File: src/rtl/serial_subtractor_pkg.sv
// Shared types and defaults for the bit-serial subtractor.
package sub_pkg;

    localparam int DEFAULT_WIDTH = 8;

    typedef enum logic [1:0] {
        S_IDLE  = 2'd0,
        S_SHIFT = 2'd1,
        S_DONE  = 2'd2
    } state_t;

endpackage : sub_pkg

File: src/rtl/serial_subtractor_if.sv
// Host-side start/busy/done bundle for the serial subtractor.
interface serial_subtractor_if
    import sub_pkg::*;
#(
    parameter int WIDTH = DEFAULT_WIDTH
);
    logic             start;
    logic [WIDTH-1:0] a;
    logic [WIDTH-1:0] b;
    logic             busy;
    logic             done;
    logic [WIDTH-1:0] diff;
    logic             borrow;
    logic             ovf;

    modport master (
        output start, a, b,
        input  busy, done, diff, borrow, ovf
    );

    modport slave (
        input  start, a, b,
        output busy, done, diff, borrow, ovf
    );
endinterface : serial_subtractor_if

File: src/rtl/serial_subtractor_cell.sv
// One-bit full subtractor: d = a - b - bin, bout is the borrow out.
module full_sub_cell (
    input  logic a,
    input  logic b,
    input  logic bin,
    output logic d,
    output logic bout
);
    assign d    = a ^ b ^ bin;
    assign bout = (~a & b) | (~(a ^ b) & bin);
endmodule : full_sub_cell

File: src/rtl/serial_subtractor.sv
// Bit-serial two's-complement subtractor, one bit per clock, LSB first.
module serial_subtractor
    import sub_pkg::*;
#(
    parameter  int WIDTH = DEFAULT_WIDTH,
    localparam int CNT_W = $clog2(WIDTH + 1)
) (
    input logic                 clk,
    input logic                 rst,
    serial_subtractor_if.slave  bus
);
    state_t             state_q, state_d;
    logic [WIDTH-1:0]   a_sr_q, a_sr_d;
    logic [WIDTH-1:0]   b_sr_q, b_sr_d;
    logic [WIDTH-1:0]   res_sr_q, res_sr_d;
    logic               bw_q, bw_d;
    logic [CNT_W-1:0]   cnt_q, cnt_d;
    logic               a_msb_q, a_msb_d;
    logic               b_msb_q, b_msb_d;
    logic [WIDTH-1:0]   diff_q, diff_d;
    logic               borrow_q, borrow_d;
    logic               ovf_q, ovf_d;

    logic               cell_d;
    logic               cell_bout;
    logic [WIDTH-1:0]   res_next;

    full_sub_cell u_cell (
        .a    (a_sr_q[0]),
        .b    (b_sr_q[0]),
        .bin  (bw_q),
        .d    (cell_d),
        .bout (cell_bout)
    );

    assign res_next = {cell_d, res_sr_q[WIDTH-1:1]};

    // State and datapath registers; reset discards any partial result.
    always_ff @(posedge clk) begin
        if (rst) begin
            state_q  <= S_IDLE;
            a_sr_q   <= '0;
            b_sr_q   <= '0;
            res_sr_q <= '0;
            bw_q     <= 1'b0;
            cnt_q    <= '0;
            a_msb_q  <= 1'b0;
            b_msb_q  <= 1'b0;
            diff_q   <= '0;
            borrow_q <= 1'b0;
            ovf_q    <= 1'b0;
        end else begin
            state_q  <= state_d;
            a_sr_q   <= a_sr_d;
            b_sr_q   <= b_sr_d;
            res_sr_q <= res_sr_d;
            bw_q     <= bw_d;
            cnt_q    <= cnt_d;
            a_msb_q  <= a_msb_d;
            b_msb_q  <= b_msb_d;
            diff_q   <= diff_d;
            borrow_q <= borrow_d;
            ovf_q    <= ovf_d;
        end
    end

    // Next-state and datapath: load on start, shift one bit per SHIFT cycle, publish on the last bit.
    always_comb begin
        state_d  = state_q;
        a_sr_d   = a_sr_q;
        b_sr_d   = b_sr_q;
        res_sr_d = res_sr_q;
        bw_d     = bw_q;
        cnt_d    = cnt_q;
        a_msb_d  = a_msb_q;
        b_msb_d  = b_msb_q;
        diff_d   = diff_q;
        borrow_d = borrow_q;
        ovf_d    = ovf_q;
        unique case (state_q)
            S_IDLE, S_DONE: begin
                if (bus.start) begin
                    a_sr_d  = bus.a;
                    b_sr_d  = bus.b;
                    bw_d    = 1'b0;
                    cnt_d   = '0;
                    a_msb_d = bus.a[WIDTH-1];
                    b_msb_d = bus.b[WIDTH-1];
                    state_d = S_SHIFT;
                end else begin
                    state_d = S_IDLE;
                end
            end
            S_SHIFT: begin
                res_sr_d = res_next;
                a_sr_d   = a_sr_q >> 1;
                b_sr_d   = b_sr_q >> 1;
                bw_d     = cell_bout;
                cnt_d    = cnt_q + 1'b1;
                if (cnt_q == CNT_W'(WIDTH - 1)) begin
                    // The last bit is folded straight into the published result.
                    state_d  = S_DONE;
                    diff_d   = res_next;
                    borrow_d = cell_bout;
                    ovf_d    = (a_msb_q != b_msb_q) && (cell_d != a_msb_q);
                end
            end
            default: state_d = S_IDLE;
        endcase
    end

    assign bus.busy   = (state_q == S_SHIFT);
    assign bus.done   = (state_q == S_DONE);
    assign bus.diff   = diff_q;
    assign bus.borrow = borrow_q;
    assign bus.ovf    = ovf_q;

endmodule : serial_subtractor
File: src/flat_wrapper.sv
// flat-port wrapper written by rule: the top's interface ports become plain ports
module serial_subtractor_flat import sub_pkg::*;
#(
    parameter  int WIDTH = DEFAULT_WIDTH,
    localparam int CNT_W = $clog2(WIDTH + 1)
)
  (clk, rst, bus_start, bus_a, bus_b, bus_busy, bus_done, bus_diff, bus_borrow, bus_ovf);
  serial_subtractor_if #(.WIDTH(WIDTH)) bus_i ();
  input logic clk;
  input logic rst;
  input wire logic [$bits(bus_i.start)-1:0] bus_start;
  input wire logic [$bits(bus_i.a)-1:0] bus_a;
  input wire logic [$bits(bus_i.b)-1:0] bus_b;
  output wire logic [$bits(bus_i.busy)-1:0] bus_busy;
  output wire logic [$bits(bus_i.done)-1:0] bus_done;
  output wire logic [$bits(bus_i.diff)-1:0] bus_diff;
  output wire logic [$bits(bus_i.borrow)-1:0] bus_borrow;
  output wire logic [$bits(bus_i.ovf)-1:0] bus_ovf;
  assign bus_i.start = bus_start;
  assign bus_i.a = bus_a;
  assign bus_i.b = bus_b;
  assign bus_busy = bus_i.busy;
  assign bus_done = bus_i.done;
  assign bus_diff = bus_i.diff;
  assign bus_borrow = bus_i.borrow;
  assign bus_ovf = bus_i.ovf;
  serial_subtractor #(.WIDTH(WIDTH)) u_core (.clk(clk), .rst(rst), .bus(bus_i));
endmodule
File: config.mk
export PLATFORM = sky130hd
export DESIGN_NAME = serial_subtractor_flat
export DESIGN_NICKNAME = d
export VERILOG_FILES = /design/src/rtl/serial_subtractor_pkg.sv /design/src/rtl/serial_subtractor_if.sv /design/src/rtl/serial_subtractor_cell.sv /design/src/rtl/serial_subtractor.sv /design/src/flat_wrapper.sv
export SDC_FILE = /design/constraint.sdc
export NUM_CORES = 1
export LEC_CHECK = 0
export CORE_MARGIN = 2
export CORE_UTILIZATION = 30
export DETAILED_ROUTE_END_ITERATION = 6
export REMOVE_ABC_BUFFERS = 1
export SYNTH_ARGS = -nofsm -noshare
export SYNTH_HDL_FRONTEND = slang
export SYNTH_SLANG_ARGS = --single-unit
File: constraint.sdc
create_clock -name clk -period 1.7 [get_ports clk]
set_input_delay 0.34 -clock clk [delete_from_list [all_inputs] [get_ports clk]]
set_output_delay 0.34 -clock clk [all_outputs]
set_load 0.05 [all_outputs]
==> metrics.yaml, run 1 <==
diodes: 0
hold_depth: 2
finalCriticalPeriod_ns: 1.56
synth_seq_cells: 42
yosys_warnings: 0
final_max_slew_viol_count: 0
grt_remaining_overflow: 0
worstSetupPathType: "register to register"
clock-sinks: 42
syn-cell-area_um2: 1690
critPathTopFamily: "adder cells"
rows: 27
drc_errors: 0
crit_path_top_delay_cell: "fa_1"
crit_required_ns: 1.88
antenna_found_initial: 0
fmax_mhz: 642
cts_tree: "done"
die_y_um: 79.1
ir_drop_uv: 390
tightest_slew_ns: 0.264
gp_congestion: 0.724
grt_usage_pct: 13.3
setup_viol: 0
pin_count: 31
critPathLaunchType: "register"
period_share_pct: 91.6
grt_first_pass_wirelength_um: 6480
routedWlPerCell_um: 12.3
dp_hpwl_um: 2420
cellLeakagePower_nw: 0.790
areaGrowthSynthToFinish_pct: 30.5
crit_arrival_ns: 1.74
layout.cells.non_filler: 299
final_util_pct: 40.4
max_stage_delay_ns: 0.56
holdBufCountCts: 0
crit_path_end_kind: "register"
fin_worst_skew_ns: 0.00523
hold_start: "u_core.res_sr_q[1]"
core_area_um2: 5470
critPathBufInv: 1
cp_num_cells: 5
post-route-cell-area_um2: 2210
grt_max_degree: 25
die_w_um: 79.1
maxCapViolCount: 0
worstHoldPathType: "register to register"
wirelength_um: 3690
avgSynthCellArea_um2: 8.69
hold_violations: 0
min_to: "u_core.res_sr_q[1]"
via_count: 1471
nNetsFinal: 247
worstPathCellList: "inv_1, fa_1, nor2_1, a2111oi_2, nor3_1"
reg2reg_from: "u_core.bw_q"
clock_latency_ns: 0.30
reg2reg_to: "u_core.bus.ovf"
crit_fanout: 4
synthDistinctLibCells: 27
cts_htree_levels: 2
rsz0062_at_grt: "false"
firstDrtPassIters: 6
powerDensity_nw_per_um2: 938
ys_seq_area_share_pct: 49.6
port_buffers: 30
final_antenna_net_count: 0
synth_cells: 195
initial_utilization_pct: 31.0
place_inst: 291
grt_pass1_vias: 1468
rrSetupSlack_ns: 0.14
vias_per_cell: 4.92
die_area_um2: 6260
cts-buffers-inserted: 5
drt_iter0_markers: 51
run_status: "complete, no violations"
cts_root_buf: "clkbuf_8"
drive_gt1_share_pct: 15.9
rr_worst_depth: 5
dpl_cell_area_um2: 2100
relSlewSlack_pct: 82.4
cts_buffer_depth: 2
clkTransAtPathRegs_ns: 0.08
## how the worst max path moves through the flow
stage | start | to | slack (ns)
6_report | u_core.bw_q | u_core.bus.ovf | 0.14
5_1_grt | u_core.bw_q | u_core.bus.ovf | 0.02
4_1_cts | u_core.b_sr_q[0] | u_core.bus.ovf | 0.05
3_5_place_dp | u_core.b_sr_q[0] | u_core.bus.ovf | 0.06
3_3_place_gp | u_core.b_sr_q[0] | u_core.bus.ovf | 0.11
2_1_floorplan | u_core.state_q[1] | u_core.cnt_q[3] | -0.53
## Yosys cell counts
cell / n / area share [%]
nor3b_1: 1 / 0.44
a21oi_1: 40 / 12
mux2_4: 1 / 0.89
nand3_1: 27 / 8.0
and3b_1: 2 / 1.0
fa_1: 1 / 1.2
dfxtp_1: 42 / 50
nor3_1: 2 / 0.59
a2111oi_0: 1 / 0.52
inv_1: 2 / 0.44
o21ai_0: 8 / 2.4
nand2b_1: 4 / 1.5
nor2b_1: 2 / 0.74
nand2_1: 19 / 4.2
buf_6: 2 / 1.3
nand4_1: 1 / 0.37
mux2_2: 1 / 0.66
nor2_1: 3 / 0.66
a22oi_1: 14 / 6.2
ha_1: 1 / 0.74
inv_2: 1 / 0.22
clkbuf_1: 7 / 1.6
buf_2: 8 / 2.4
a311oi_1: 1 / 0.52
nand3b_1: 1 / 0.44
buf_4: 2 / 0.89
a211oi_2: 1 / 0.74
## layout make-up
cell class | count | area, um^2
clock buffer | 7 | 76.3
timing repair buffer | 43 | 418
fill | 590 | 3260
inverter | 3 | 11.3
tap | 72 | 90.1
multi-input combinational | 131 | 744
clock inverter | 1 | 30.0
sequential | 42 | 841
## routing by layer
layer	wire [um]	GRT usage [%]	up-vias
met5	0	0	-
met4	68	6.72	0
met3	196	3.98	5
met2	1700	22.0	34
met1	1720	15.6	678
li1	-	-	754
## flip-flops by register name, summed over array words and instances, names as in the netlist
| signal | flops |
|---|---|
| u_core.bus.diff | 8 |
| u_core.a_sr_q | 8 |
| u_core.b_msb_q | 1 |
| u_core.state_q | 2 |
| u_core.a_msb_q | 1 |
| u_core.cnt_q | 4 |
| u_core.b_sr_q | 8 |
| u_core.bus.borrow | 1 |
| u_core.res_sr_q | 7 |
| u_core.bus.ovf | 1 |
| u_core.bw_q | 1 |
## worst register-to-register path, delay by kind of cell (launching register included)
family	cells	cell delay, ns
buffers and inverters	1	0.06
AO/OA/AOI/OAI	1	0.34
flip-flops	1	0.34
adder cells (fa/ha/maj)	1	0.56
AND/OR/NAND/NOR	2	0.15
## cell families (layout without fill, tap and decap cells)
group	after synthesis	in the layout	share of synthesized area [%]
muxes	2	2	1.55
adders and majority gates	2	2	1.92
DFF	42	42	49.6
AOI/OAI and AO/OA	65	65	22.2
and+or+nand+nor	62	62	17.9
buffers and inverters	22	54	6.79
## power by group
group          internal [mW]  total, mW  leakage, nW  switching (mW)
Sequential              1.02       1.04        0.342          0.0215
Combinational          0.120      0.256        0.396           0.137
Clock                  0.440      0.775       0.0524           0.336
Total                   1.58       2.07        0.790           0.494
## cells in the final DEF, fill, tap and decap left out, types with 2 or more instances in the layout
cell type,count
clkdlybuf4s50_1,18
nor2b_1,2
clkbuf_1,2
nand2b_1,4
a22oi_1,14
buf_4,21
clkbuf_8,5
buf_12,4
nand2_1,19
nor3_1,2
o21ai_0,8
a21oi_1,40
and3b_1,2
dfxtp_1,42
nand3_1,27
inv_1,2
nor2_1,3
## metrics by stage
step	setup TNS, ns	setup slack, ns	hold slack [ns]	power (mW)
4_1_cts	0	0.0540	0.462	2.10
2_1_floorplan	-10.55	-0.532	0.405	1.18
5_1_grt	0	0.0206	0.492	2.17
6_report	0	0.142	0.459	2.07
3_3_place_gp	0	0.108	0.446	1.32
3_5_place_dp	0	0.0603	0.451	1.32
## timing repair
action | 4_1_cts | 5_1_grt
setup buffers | 0 | 0
resized for setup | 0 | 2
setup endpoints to repair | 0 | 1
Note: power is estimated with default switching activity, not from simulation.
==> run 2, diff against run 1 <==
--- a/config.mk
+++ b/config.mk
@@ -5,9 +5,11 @@
 export SDC_FILE = /design/constraint.sdc
 export NUM_CORES = 1
 export LEC_CHECK = 0
+export ABC_CLOCK_PERIOD_IN_PS = 1700
 export CORE_MARGIN = 2
 export CORE_UTILIZATION = 30
 export DETAILED_ROUTE_END_ITERATION = 6
+export HOLD_SLACK_MARGIN = 0.12
 export REMOVE_ABC_BUFFERS = 1
 export SYNTH_ARGS = -nofsm -noshare
 export SYNTH_HDL_FRONTEND = slang
==> results of run 2 <==
Final layout, timing and power as in run 1 (identical DEF).
